<file path="src/rtl/mc_control.sv">
// Multi-cycle control unit for a MIPS-style subset: sequences FETCH/DECODE/EXEC/MEM/WB,
// decodes the latched instruction into datapath controls, and bounds memory waits.
module mc_control #(
    parameter int WORD_W  = 32,
    parameter int TIMEOUT = 0,
    parameter int CNT_W   = 8
) (
    input  logic              CLK,
    input  logic              RST,
    input  logic [WORD_W-1:0] instr,
    input  logic              ihit,
    input  logic              dhit,
    output logic              iREN,
    output logic              dREN,
    output logic              dWEN,
    output logic              ir_load,
    output logic              pc_en,
    output logic              regwrite,
    output logic              alusrc,
    output logic              extop,
    output logic [1:0]        regdst,
    output logic [1:0]        memtoreg,
    output logic [3:0]        aluop,
    output logic [1:0]        branch,
    output logic [1:0]        jump_sel,
    output logic              halt,
    output logic              timeout_err,
    output logic [2:0]        state_o
);

    localparam logic [5:0] OP_RTYPE = 6'h00, OP_J    = 6'h02, OP_JAL  = 6'h03, OP_BEQ  = 6'h04;
    localparam logic [5:0] OP_BNE   = 6'h05, OP_ADDI = 6'h08, OP_ADDIU = 6'h09, OP_SLTI = 6'h0A;
    localparam logic [5:0] OP_SLTIU = 6'h0B, OP_ANDI = 6'h0C, OP_ORI  = 6'h0D, OP_XORI = 6'h0E;
    localparam logic [5:0] OP_LUI   = 6'h0F, OP_LW   = 6'h23, OP_SW   = 6'h2B, OP_HALT = 6'h3F;

    localparam logic [5:0] FN_SLL = 6'h00, FN_SRL = 6'h02, FN_JR  = 6'h08, FN_ADD  = 6'h20;
    localparam logic [5:0] FN_ADDU = 6'h21, FN_SUB = 6'h22, FN_SUBU = 6'h23, FN_AND = 6'h24;
    localparam logic [5:0] FN_OR  = 6'h25, FN_XOR = 6'h26, FN_NOR = 6'h27, FN_SLT  = 6'h2A;
    localparam logic [5:0] FN_SLTU = 6'h2B;

    // Encodings match aluop_t in the CPU types package.
    localparam logic [3:0] ALU_SLL = 4'd0, ALU_SRL = 4'd1, ALU_ADD = 4'd2, ALU_SUB = 4'd3;
    localparam logic [3:0] ALU_AND = 4'd4, ALU_OR  = 4'd5, ALU_XOR = 4'd6, ALU_NOR = 4'd7;
    localparam logic [3:0] ALU_SLT = 4'd8, ALU_SLTU = 4'd9;

    localparam bit             TIMEOUT_EN = (TIMEOUT != 0);
    localparam logic [CNT_W-1:0] CNT_LIMIT = CNT_W'((TIMEOUT == 0) ? 0 : TIMEOUT - 1);

    typedef enum logic [2:0] {
        S_RESET  = 3'd0,
        S_FETCH  = 3'd1,
        S_DECODE = 3'd2,
        S_EXEC   = 3'd3,
        S_MEM    = 3'd4,
        S_WB     = 3'd5,
        S_HALTED = 3'd6,
        S_ERROR  = 3'd7
    } state_t;

    state_t           state_q;
    logic [5:0]       op_q;
    logic [5:0]       funct_q;
    logic [CNT_W-1:0] cnt_q;

    logic       dec_alusrc, dec_extop;
    logic [1:0] dec_regdst, dec_memtoreg, dec_branch, dec_jump;
    logic [3:0] dec_aluop;
    logic       is_lw, is_sw, is_mem, is_wb, is_halt;
    logic       wait_expired;
    logic       unused_instr;

    // Only opcode and funct steer control; the register fields belong to the datapath.
    assign unused_instr = ^instr[WORD_W-7:6];

    always_comb begin
        dec_regdst   = 2'd0;
        dec_alusrc   = 1'b0;
        dec_extop    = 1'b0;
        dec_memtoreg = 2'd0;
        dec_aluop    = ALU_SLL;
        dec_branch   = 2'd0;
        dec_jump     = 2'd0;
        is_lw        = 1'b0;
        is_sw        = 1'b0;
        is_wb        = 1'b0;
        is_halt      = 1'b0;
        case (op_q)
            OP_RTYPE: begin
                dec_regdst = 2'd1;
                is_wb      = 1'b1;
                case (funct_q)
                    FN_SLL:          dec_aluop = ALU_SLL;
                    FN_SRL:          dec_aluop = ALU_SRL;
                    FN_ADD, FN_ADDU: dec_aluop = ALU_ADD;
                    FN_SUB, FN_SUBU: dec_aluop = ALU_SUB;
                    FN_AND:          dec_aluop = ALU_AND;
                    FN_OR:           dec_aluop = ALU_OR;
                    FN_XOR:          dec_aluop = ALU_XOR;
                    FN_NOR:          dec_aluop = ALU_NOR;
                    FN_SLT:          dec_aluop = ALU_SLT;
                    FN_SLTU:         dec_aluop = ALU_SLTU;
                    FN_JR: begin
                        dec_jump = 2'd2;
                        is_wb    = 1'b0;
                    end
                    default: begin
                        dec_regdst = 2'd0;
                        is_wb      = 1'b0;
                    end
                endcase
            end
            OP_ADDI, OP_ADDIU: begin
                dec_alusrc = 1'b1; dec_extop = 1'b1; dec_aluop = ALU_ADD; is_wb = 1'b1;
            end
            OP_SLTI: begin
                dec_alusrc = 1'b1; dec_extop = 1'b1; dec_aluop = ALU_SLT; is_wb = 1'b1;
            end
            OP_SLTIU: begin
                dec_alusrc = 1'b1; dec_extop = 1'b1; dec_aluop = ALU_SLTU; is_wb = 1'b1;
            end
            OP_ANDI: begin
                dec_alusrc = 1'b1; dec_aluop = ALU_AND; is_wb = 1'b1;
            end
            OP_ORI: begin
                dec_alusrc = 1'b1; dec_aluop = ALU_OR; is_wb = 1'b1;
            end
            OP_XORI: begin
                dec_alusrc = 1'b1; dec_aluop = ALU_XOR; is_wb = 1'b1;
            end
            OP_LUI: begin
                dec_alusrc = 1'b1; dec_memtoreg = 2'd3; is_wb = 1'b1;
            end
            OP_LW: begin
                dec_alusrc = 1'b1; dec_extop = 1'b1; dec_aluop = ALU_ADD;
                dec_memtoreg = 2'd1; is_lw = 1'b1;
            end
            OP_SW: begin
                dec_alusrc = 1'b1; dec_extop = 1'b1; dec_aluop = ALU_ADD; is_sw = 1'b1;
            end
            OP_BEQ: begin
                dec_extop = 1'b1; dec_aluop = ALU_SUB; dec_branch = 2'd1;
            end
            OP_BNE: begin
                dec_extop = 1'b1; dec_aluop = ALU_SUB; dec_branch = 2'd2;
            end
            OP_J:   dec_jump = 2'd1;
            OP_JAL: begin
                dec_jump = 2'd1; dec_regdst = 2'd2; dec_memtoreg = 2'd2; is_wb = 1'b1;
            end
            OP_HALT: is_halt = 1'b1;
            default: ;
        endcase
    end

    assign is_mem       = is_lw | is_sw;
    assign wait_expired = TIMEOUT_EN && (cnt_q == CNT_LIMIT);

    // The wait counter is cleared on every transition into FETCH or MEM.
    always_ff @(posedge CLK or posedge RST) begin
        if (RST) begin
            state_q <= S_RESET;
            op_q    <= '0;
            funct_q <= '0;
            cnt_q   <= '0;
        end else begin
            case (state_q)
                S_RESET: begin
                    state_q <= S_FETCH;
                    cnt_q   <= '0;
                end
                S_FETCH: begin
                    if (ihit) begin
                        op_q    <= instr[WORD_W-1 -: 6];
                        funct_q <= instr[5:0];
                        state_q <= S_DECODE;
                    end else if (wait_expired) begin
                        state_q <= S_ERROR;
                    end else begin
                        cnt_q <= cnt_q + 1'b1;
                    end
                end
                S_DECODE: state_q <= is_halt ? S_HALTED : S_EXEC;
                S_EXEC: begin
                    if (is_mem) begin
                        state_q <= S_MEM;
                        cnt_q   <= '0;
                    end else if (is_wb) begin
                        state_q <= S_WB;
                    end else begin
                        state_q <= S_FETCH;
                        cnt_q   <= '0;
                    end
                end
                S_MEM: begin
                    if (dhit) begin
                        if (is_sw) begin
                            state_q <= S_FETCH;
                            cnt_q   <= '0;
                        end else begin
                            state_q <= S_WB;
                        end
                    end else if (wait_expired) begin
                        state_q <= S_ERROR;
                    end else begin
                        cnt_q <= cnt_q + 1'b1;
                    end
                end
                S_WB: begin
                    state_q <= S_FETCH;
                    cnt_q   <= '0;
                end
                default: state_q <= state_q;
            endcase
        end
    end

    logic in_reset;
    assign in_reset = (state_q == S_RESET);

    assign iREN        = (state_q == S_FETCH);
    assign ir_load     = (state_q == S_FETCH) && ihit;
    assign dREN        = (state_q == S_MEM) && is_lw;
    assign dWEN        = (state_q == S_MEM) && is_sw;
    assign pc_en       = ((state_q == S_EXEC) && !is_mem && !is_wb)
                       || ((state_q == S_MEM) && is_sw && dhit)
                       || (state_q == S_WB);
    assign regwrite    = (state_q == S_WB);
    assign halt        = (state_q == S_HALTED) || (state_q == S_ERROR);
    assign timeout_err = (state_q == S_ERROR);
    assign state_o     = state_q;

    // A cleared IR would decode as SLL, so the decode outputs are held at zero in RESET.
    assign regdst   = in_reset ? 2'd0 : dec_regdst;
    assign alusrc   = in_reset ? 1'b0 : dec_alusrc;
    assign extop    = in_reset ? 1'b0 : dec_extop;
    assign memtoreg = in_reset ? 2'd0 : dec_memtoreg;
    assign aluop    = in_reset ? 4'd0 : dec_aluop;
    assign branch   = in_reset ? 2'd0 : dec_branch;
    assign jump_sel = in_reset ? 2'd0 : dec_jump;

endmodule

</file>
<file path="config.mk">
export PLATFORM = sky130hd
export DESIGN_NAME = mc_control
export DESIGN_NICKNAME = d
export VERILOG_FILES = /design/src/rtl/mc_control.sv
export SDC_FILE = /design/constraint.sdc
export NUM_CORES = 1
export LEC_CHECK = 0
export BUFFER_PORTS_ARGS = -buffer_cell sky130_fd_sc_hd__clkbuf_2
export CAP_MARGIN = 15
export CORE_AREA = 2 2 78 65
export CTS_BUF_LIST = sky130_fd_sc_hd__clkbuf_8
export CTS_CLUSTER_DIAMETER = 30
export CTS_CLUSTER_SIZE = 28
export DETAILED_ROUTE_END_ITERATION = 16
export DIE_AREA = 0 0 80 67
export PLACE_DENSITY_LB_ADDON = 0.25
export SLEW_MARGIN = 30
export SYNTH_ARGS = -nofsm -noshare
export SYNTH_HDL_FRONTEND = slang
export SYNTH_SLANG_ARGS = --single-unit
</file>
<file path="constraint.sdc">
create_clock -name CLK -period 3 [get_ports CLK]
set_input_delay 0 -clock CLK [delete_from_list [all_inputs] [get_ports CLK]]
set_output_delay 0 -clock CLK [all_outputs]
set_load 0.02 [all_outputs]
</file>
### Word level (Yosys, flattened, before mapping)

Cells that the tools add are included.

| word-level totals | value |
|---|---|
| flip-flop bits (word level) | 15 |
| bits of input ports | 36 |
| output and inout bits | 25 |
| logic and storage cells | 97 |

| operators by class | value |
|---|---|
| equal/unequal tests | 36 |
| muxes and demuxes | 29 |
| bitwise logic cells | 1 |
| reductions and logical operators | 28 |

Operator list:

| cell | number |
|---|---|
| 6-bit equality test, second input constant | 13 |
| 6-bit by 4-bit equality test with 1-bit output, second input constant | 9 |
| 4-bit case mux with 9 select lines | 1 |
| 4-bit case mux with 8 select lines | 1 |
| 6-bit by 2-bit equality test with 1-bit output, second input constant | 3 |
| 3-bit 2-to-1 mux | 6 |
| 3-bit case mux with 5 select lines | 1 |
| 13-bit OR reduction | 1 |
| 3-bit equality test, second input constant | 4 |
| 6-bit by 3-bit equality test with 1-bit output, second input constant | 2 |
| 6-bit logical NOT | 2 |
| 2-bit case mux with 2 select lines | 3 |
| 12-bit OR reduction | 1 |
| 2-bit 2-to-1 mux | 5 |
| 10-bit OR reduction | 1 |
| 2-bit OR reduction | 5 |
| 1-bit 2-to-1 mux | 9 |
| 9-bit OR reduction | 1 |
| 8-bit OR reduction | 1 |
| 3-bit by 2-bit equality test with 1-bit output, second input constant | 2 |
| 1-bit logical AND | 6 |
| 2-bit case mux with 3 select lines | 1 |
| 5-bit nonzero test | 1 |
| 4-bit 2-to-1 mux | 1 |
| other kinds (10) | 14 |

### Logic depth before layout (Yosys ltp)

Gate-level depths: netlist of the first run.

| logic depth | value |
|---|---|
| word-level depth | 8 |
| gate-level depth with buffers | 6 |
| depth with buffers taken out | 5 |

### Worst setup path before layout of the first run

Ideal clock, no wire load.

| timing path | value |
|---|---|
| path kind | register -> output |
| start point | reg op_q[3] |
| end point | out aluop[1] |
| arrival | 1.831 ns |
| required time | 3.000 ns |
| path slack | 1.169 ns |
| stages on the path, launching flop included | 6 |
| path buffers | 0 |
| path through | dfrtp_1 > or3_4 > or4_4 > nor2_4 > o2111ai_1 > a21oi_1 |

| on the way | value |
|---|---|
| word-level cells in the longest chain between the ends | 4 |
| elaborated cells on any way between the ends | 16 |
| those cells by class | 11 x eq/ne; 2 x mux; 3 x reduce/logical |

RTL lines:

| what | RTL line | source |
|---|---|---|
| start: declaration | 61 | `logic [5:0] op_q;` |
| start signal: assignment | 173 | `op_q <= instr[WORD_W-1 -: 6];` |
| 6-bit by 4-bit equality test with 1-bit output, or another cell as far along | 87 | `case (op_q)` |
| 4-bit OR reduction (no source line) / 2-bit OR reduction (equally long branches) | -- |  |
| 4-bit case mux with 8 select lines * | 87 |  |
| 4-bit 2-to-1 mux * | 237 | `assign aluop = in_reset ? 4'd0 : dec_aluop;` |
| end: declaration | 23 | `output logic [3:0] aluop,` |

Mark *: on every way between the ends. The rest lies on a longest branch, timed or not.

### Worst setup path in the final report of the first run

Same ends and word-level chain as after synthesis.

==> impl_metrics.json, run 1 <==
{
  "routed-via-count": 1171,
  "slowest_stage": "dfrtp_1",
  "cap_viol_max_count": 0,
  "crit_required_ns": 3.00,
  "grt_max_degree": 16,
  "path_cells": "or3_4 > or4_4 > nor2_4 > o2111ai_1 > a21oi_1 > clkbuf_2",
  "critPathBufInv": 1,
  "hp-class": "in -> reg",
  "clock_path_buffers": 2,
  "fin_skew_ns": 0.002810,
  "routedWlPerCell_um": 12.32,
  "die_area_sq_um": 5360,
  "cp.depth": 6,
  "cts.htree.levels": 1,
  "worst-path-max-fanout": 13,
  "clk_pin_slew_worst_paths_ns": 0.07,
  "finalSetupViolations": 0,
  "clkSinkCount": 15,
  "die_h_um": 67,
  "place_area_sq_um": 1360,
  "syn2layout_area_growth_pct": 37.51,
  "outcome": "finished, final reports clean",
  "grt_pass1_wl_mm": 4.961,
  "cpLargestDelayFamily": "simple AND/OR/NAND/NOR gates",
  "final_core_util": 0.3404,
  "num_io_pins": 61,
  "synth_area_sq_um": 1117,
  "coreArea_sq_um": 4514,
  "end_kind": "output pin",
  "peakVddDrop_mv": 0.3596,
  "rsz0062_at_grt": "no",
  "cts-root-buf": "clkbuf_8",
  "gp_congestion": 0.8269,
  "fin_crit_ns": 2.353,
  "synth-seq-cells": 15,
  "clk_latency_ns": 0.25,
  "period_share": 0.7843,
  "synth_warnings": 0,
  "critical_path.max_stage_delay_ns": 0.52,
  "drt_iter0_markers": 62,
  "dr.pass1.iters": 4,
  "nets": 224,
  "power.density_nw_per_um2": 961.1,
  "final-hold-violation-count": 0,
  "routed_wl_mm": 3.043,
  "syn_area_per_cell_sq_um": 8.097,
  "hold_depth": 4,
  "synth_sequential_area_ratio": 0.3359,
  "tightest_slew_ns": 0.6697,
  "slew_headroom": 0.5531,
  "setup_tns_ns": 0,
  "reg2reg_depth": 5,
  "syn-num-nets": 174,
  "dpl.hpwl_mm": 2.292,
  "cp-start-kind": "flop",
  "port_buffers": 40,
  "p_leak_nw": 0.6880,
  "detail-route-antenna-nets": 0,
  "grt_pass1_vias": 1066,
  "antenna_found_initial": 0,
  "synth_cells": 138,
  "criticalPathCategory": "reg -> out",
  "final_layout_size_suffix_gt1_frac": 0.3209,
  "holdWs_ns": 0.1343,
  "vias_per_cell": 4.741,
  "antenna_cells": 0,
  "grtUsageTotal": 0.1174,
  "critical_path_arrival_ns": 2.35,
  "rows": 22,
  "fmax_mhz": 425.0,
  "report.final.slew_viol_count": 0,
  "start_util": 0.2475,
  "synth.distinct_cells": 46,
  "fillCellCount": 499,
  "drc": 0,
  "stdcell_area_sq_um": 1536,
  "cts_buffers": 3,
  "cts_tree": "yes",
  "grt_overflow_total": 0,
  "die_w_um": 80
}
tightest hold or removal path: cells and delay by family:
family	cells	cell delay (ns)
and+or+nand+nor	1	0.09
AOI/OAI and AO/OA	2	0.19
buffers and inverters	1	0.08
power by group:
| part | internal [mW] | total (mW) | switching, mW |
|---|---|---|---|
| logic | 0.345 | 0.789 | 0.444 |
| registers | 0.301 | 0.519 | 0.218 |
| clock network | 0.0921 | 0.169 | 0.0767 |
final timing paths:
path | slack (ns) | end | start
setup / recovery | 0.65 | aluop[1] | op_q[3]
hold / removal | 0.13 | state_o[0] | ihit
setup reg to reg | 1.11 | state_o[2] | op_q[3]
hold reg to reg | 0.57 | funct_q[0] | funct_q[0]
max in group asynchronous | 2.28 | op_q[4] | RST
min in group asynchronous | 0.34 | funct_q[4] | RST
cell usage after synthesis, drive strengths merged:
master   count  area (sq um)
a211oi       1         12.51
a21boi       1         7.510
a21o         2         15.01
a21oi       12         60.06
a22oi        1         7.510
a31o         1         8.760
a32o         1         10.01
and2         2         12.51
and3         3         18.77
and3b        1         8.760
buf          2         12.51
clkbuf       7         27.52
dfrtp       15         375.4
inv          7         26.27
mux2         8         90.09
nand2       11         41.29
nand2b       5         31.28
nand3        2         10.01
nand3b       1         7.510
nand4        5         31.28
nand4b       1         8.760
nor2        13         58.81
nor2b        3         18.77
nor3         4         20.02
nor4         4         25.02
o2111ai      1         8.760
o21ai        8         40.03
o21bai       1         7.510
o22a         1         8.760
o22ai        2         12.51
o311ai       1         8.760
o31ai        1         7.510
or2          5         31.28
or2b         1         7.510
or3          1         11.26
or4          2         18.77
xor2         1         8.760
final cells by class:
cell class                 count  area [sq um]  share of cell area
clock inverter                 1         5.005            0.003257
inverter                       7         26.28             0.01710
multi-input combinational    107         675.6              0.4397
clock buffer                   3         41.29             0.02687
sequential                    15         375.4              0.2443
timing repair buffer          54         337.8              0.2199
tap                           60         75.07             0.04886
per-layer routing:
layer / global-route usage / routed length [um] / up-vias
met3: 0.03117 / 150 / 2
met2: 0.1844 / 1415 / 30
met5: 0 / 0 / -
met1: 0.1614 / 1465 / 547
met4: 0.02542 / 12 / 0
li1: - / - / 592
flip-flops by register name (all words and copies together), names as in the netlist:
register  flops
op_q          6
funct_q       6
state_o       3
what timing repair did:
action,in CTS,in global routing
buffers inserted,0,0
gates resized for setup,0,0
hold endpoints to repair,27,0
hold buffers,13,0
cells in the final DEF, fill, tap and decap left out, types with 4 or more instances in the layout:
master / n
nand2_1: 11
nand2b_1: 5
o21ai_0: 7
nor3_1: 4
clkbuf_2: 40
nand4_1: 5
mux2_2: 7
dfrtp_1: 15
dlygate4sd3_1: 13
a21oi_1: 12
nor4_1: 4
inv_1: 6
nor2_1: 11
per-stage QoR:
stage,cells,power [mW],worst slack (ns)
after floorplan,138,1.093,1.169
after global placement,230,1.308,0.8871
after global routing,247,1.605,0.5287
after detailed placement,230,1.304,0.9005
final,247,1.477,0.6472
after CTS,247,1.486,0.6275
kinds of logic (layout without fill, tap and decap cells):
family / after synthesis / after routing / synth area share
compound gates: 34 / 34 / 0.1926
mux: 8 / 8 / 0.08063
flops: 15 / 15 / 0.3359
xor+xnor: 1 / 1 / 0.007840
buf+inv: 16 / 65 / 0.05934
simple gates: 64 / 64 / 0.3236
(Power assumes the default switching activity.)
==> inputs of run 2 (changes only) <==
clock period = 2.3 ns   (was 3 ns; I/O delays follow)
==> impl_metrics.json, run 2 (synthesized netlist as in run 1, its figures left out) <==
{
  "fmax_mhz": 460.6,
  "routed-via-count": 1163,
  "grt_max_degree": 16,
  "syn2layout_area_growth_pct": 40.09,
  "p_switching_mw": 0.9802,
  "end_kind": "output pin",
  "outcome": "finished, final reports clean",
  "final-hold-violation-count": 0,
  "fillCellCount": 515,
  "crit_required_ns": 2.30,
  "gp_congestion": 0.8162,
  "instances_no_fill": 251,
  "cts_buffers": 3,
  "place_inst": 234,
  "grtUsageTotal": 0.1235,
  "layout_commonest_cell": "clkbuf_2",
  "criticalPathCategory": "reg -> out",
  "hp-class": "in -> reg",
  "peakVddDrop_mv": 0.4693,
  "dr.pass1.iters": 4,
  "power.density_nw_per_um2": 1267,
  "cts-root-buf": "clkbuf_8",
  "p_clk_frac": 0.110,
  "slowest_stage": "or4_4",
  "cts_tree": "yes",
  "die_w_um": 80,
  "clock_path_buffers": 2,
  "final_cell_mix": "40 x clkbuf_2, 15 x dfrtp_1, 13 x dlygate4sd3_1",
  "antenna_found_initial": 0,
  "holdWs_ns": 0.1507,
  "num_io_pins": 61,
  "critical_path.max_stage_delay_ns": 0.44,
  "finalSetupViolations": 0,
  "fin_skew_ns": 0.003739,
  "coreArea_sq_um": 4514,
  "grt_overflow_total": 0,
  "die_area_sq_um": 5360,
  "detail-route-antenna-nets": 0,
  "pwr-share-comb": 0.583,
  "start_util": 0.2475,
  "period_share": 0.9440,
  "fin_crit_ns": 2.171,
  "cp-start-kind": "flop",
  "die_h_um": 67,
  "rows": 22,
  "slew_headroom": 0.5708,
  "p_leak_nw": 0.7093,
  "nets": 228,
  "path_cells": "or3_4 > or4_4 > nor2_4 > o2111ai_1 > a21oi_1 > clkbuf_2",
  "tightest_slew_ns": 0.6431,
  "place_worst_setup_slack_ns": 0.3994,
  "clkSinkCount": 15,
  "port_buffers": 40,
  "rsz0062_at_grt": "no",
  "p_int_mw": 1.003,
  "cts.htree.levels": 1,
  "worst_slack_ns": 0.1288,
  "sw_frac_of_total": 0.4942,
  "worst-path-max-fanout": 5,
  "setup_tns_ns": 0,
  "routedWlPerCell_um": 12.79,
  "power_mw": 1.983,
  "final_layout_size_suffix_gt1_frac": 0.3298,
  "cap_viol_max_count": 0,
  "clk_pin_slew_worst_paths_ns": 0.07,
  "clk_latency_ns": 0.25,
  "routed_wl_mm": 3.210,
  "critical_path_arrival_ns": 2.17,
  "antenna_cells": 0,
  "place_area_sq_um": 1390,
  "drc": 0,
  "stdcell_area_sq_um": 1565,
  "vias_per_cell": 4.633,
  "grt_pass1_vias": 1062,
  "seqPwrFrac": 0.307,
  "dpl.hpwl_mm": 2.350,
  "drt_iter0_markers": 93,
  "final_core_util": 0.3467,
  "grt_pass1_wl_mm": 5.126,
  "report.final.slew_viol_count": 0
}
==> run 2: power by group through the flow <==
stage | clock, mW | combinational (mW) | sequential [mW]
after floorplan | 0 | 0.906 | 0.519
after global placement | 0 | 1.13 | 0.617
after detailed placement | 0 | 1.14 | 0.613
after CTS | 0.222 | 1.16 | 0.610
after global routing | 0.235 | 1.28 | 0.641
final | 0.218 | 1.16 | 0.609
==> run 2: critical path: cells and delay by family (launching register included) <==
kind | cells | cell delay (ns)
AO/OA/AOI/OAI | 2 | 0.34
buffers and inverters | 1 | 0.20
flip-flops | 1 | 0.38
AND/OR/NAND/NOR | 3 | 1.00
==> run 2: path summary, 6_finish.rpt <==
path / startpoint / end / slack (ns) / depth (start not counted)
min in group asynchronous: RST / op_q[1] / 0.35 / 3
min reg2reg: funct_q[0] / funct_q[0] / 0.57 / 1
max reg2reg: state_o[1] / funct_q[1] / 0.53 / 3
min: ihit / state_o[0] / 0.15 / 4
max in group asynchronous: RST / funct_q[2] / 1.53 / 3
max: op_q[3] / aluop[1] / 0.13 / 6
==> run 2: per-layer routing <==
metal / wire length (um) / vias to the layer above / GRT usage
li1: - / 603 / -
met1: 1536 / 530 / 0.1638
met2: 1497 / 28 / 0.1979
met3: 161 / 2 / 0.03794
met4: 15 / 0 / 0.02542
met5: 0 / - / 0
==> run 2: area by class of cell <==
cell class / instances / area [sq um] / area share
clock buffers: 3 / 41.29 / 0.02638
inverters: 7 / 26.28 / 0.01679
multi-input cells: 107 / 675.6 / 0.4317
clock inverters: 1 / 3.754 / 0.002398
repair buffers: 58 / 367.9 / 0.2350
well taps: 60 / 75.07 / 0.04796
flip-flops and latches: 15 / 375.4 / 0.2398
==> run 2: what timing repair did <==
action / CTS / global route
gates resized for setup: 0 / 0
buffers inserted: 0 / 0
hold buffers: 13 / 0
hold endpoints to repair: 27 / 0
==> inputs of run 3 (changes only) <==
MAX_ROUTING_LAYER = met4   (was unset)
==> impl_metrics.json, run 3 (synthesized netlist as in run 1, its figures left out) <==
{
  "outcome": "finished, final reports clean",
  "syn2layout_area_growth_pct": 40.09,
  "met1_length_mm": 1.570,
  "detail-route-antenna-nets": 0,
  "crit_required_ns": 2.30,
  "tightest_slew_ns": 0.6428,
  "antenna_found_initial": 0,
  "cts_tree": "yes",
  "gp_congestion": 0.8283,
  "end_kind": "output pin",
  "grt_overflow_total": 0,
  "die_w_um": 80,
  "setup_tns_ns": 0,
  "grtUsageTotal": 0.1267,
  "critical_path.max_stage_delay_ns": 0.44,
  "power.density_nw_per_um2": 1267,
  "clk_latency_ns": 0.25,
  "cts-root-buf": "clkbuf_8",
  "layout_commonest_cell": "clkbuf_2",
  "cp-start-kind": "flop",
  "report.final.slew_viol_count": 0,
  "worst-path-max-fanout": 5,
  "antenna_cells": 0,
  "routedWlPerCell_um": 12.81,
  "grt_max_degree": 16,
  "clk_pin_slew_worst_paths_ns": 0.07,
  "postCtsResizedCells": 0,
  "start_util": 0.2475,
  "die_h_um": 67,
  "dr.pass1.iters": 4,
  "final_core_util": 0.3467,
  "slew_headroom": 0.5710,
  "fin_crit_ns": 2.172,
  "wl_met3_um": 137,
  "rsz0062_at_grt": "no",
  "holdWs_ns": 0.1499,
  "finalSetupViolations": 0,
  "coreArea_sq_um": 4514,
  "grt_pass1_vias": 1067,
  "criticalPathCategory": "reg -> out",
  "port_buffers": 40,
  "vias_per_cell": 4.637,
  "dr.max_layer_used": "met4",
  "final_layout_size_suffix_gt1_frac": 0.3298,
  "routed_wl_mm": 3.215,
  "drt_iter0_markers": 95,
  "peakVddDrop_mv": 0.4674,
  "final-hold-violation-count": 0,
  "hp-class": "in -> reg",
  "die_area_sq_um": 5360,
  "slowest_stage": "or4_4",
  "fin_skew_ns": 0.003669,
  "clkSinkCount": 15,
  "cts.htree.levels": 1,
  "fmax_mhz": 460.5,
  "grt_pass1_wl_mm": 5.112,
  "clock_path_buffers": 2,
  "final_cell_mix": "40 x clkbuf_2, 15 x dfrtp_1, 13 x dlygate4sd3_1",
  "num_io_pins": 61,
  "cap_viol_max_count": 0,
  "drc": 0,
  "power_mw": 1.984,
  "routed-via-count": 1164,
  "rows": 22,
  "nets": 228,
  "cts_buffers": 3,
  "dpl.hpwl_mm": 2.350,
  "wl_met2_mm": 1.489,
  "period_share": 0.9442,
  "critical_path_arrival_ns": 2.17,
  "p_leak_nw": 0.7093,
  "path_cells": "or3_4 > or4_4 > nor2_4 > o2111ai_1 > a21oi_1 > clkbuf_2"
}
## run 3: cell counts in the layout (fill, tap and decap cells not counted)
Identical to the previous run, type by type.
## run 3: final cells by class
type	count	area, sq um
multi-input cells	107	675.6
well taps	60	75.07
clock buffers	3	41.29
flip-flops and latches	15	375.4
inverters	7	26.28
repair buffers	58	367.9
fillers	515	2949
clock inverters	1	3.754
## run 3: repair_timing
item / CTS / global route
setup buffers: 0 / 0
hold buffers: 13 / 0
endpoints found under the hold margin: 27 / 0
## run 3: per-stage QoR
step                      setup WS [ns]  cell area (sq um)  std cells
after floorplan                  0.4688               1117        138
after global placement           0.4093               1390        234
after detailed placement         0.3994               1390        234
after CTS                        0.1209               1565        251
after global routing            0.03896               1565        251
final                            0.1284               1565        251
## run 3: power breakdown
group | switching [mW] | internal [mW] | total, mW
combinational | 0.663 | 0.492 | 1.15
sequential | 0.218 | 0.393 | 0.611
clock | 0.0996 | 0.118 | 0.218
## run 3: per-layer routing
layer  vias to the layer above  global-route usage
li1                        602                   -
met2                        28              0.1979
met5                         -                   -
met3                         2             0.03252
met1                       532              0.1671
met4                         0             0.02542
## run 3: path summary, 6_finish.rpt
kind / from / endpoint / slack (ns) / depth (start not counted)
min in group asynchronous: RST / op_q[1] / 0.35 / 3
worst max register to register: state_o[1] / funct_q[1] / 0.53 / 3
worst max-delay path: op_q[3] / aluop[1] / 0.13 / 6
max in group asynchronous: RST / funct_q[2] / 1.53 / 3
worst min register to register: funct_q[0] / funct_q[0] / 0.57 / 1
worst min-delay path: ihit / state_o[0] / 0.15 / 4
## run 3: worst max-delay path: cells and delay by family, from the launching register on
kind	cells	cell delay [ns]
AND/OR/NAND/NOR	3	1.00
flip-flops	1	0.38
AO/OA/AOI/OAI	2	0.34
buffers and inverters	1	0.20
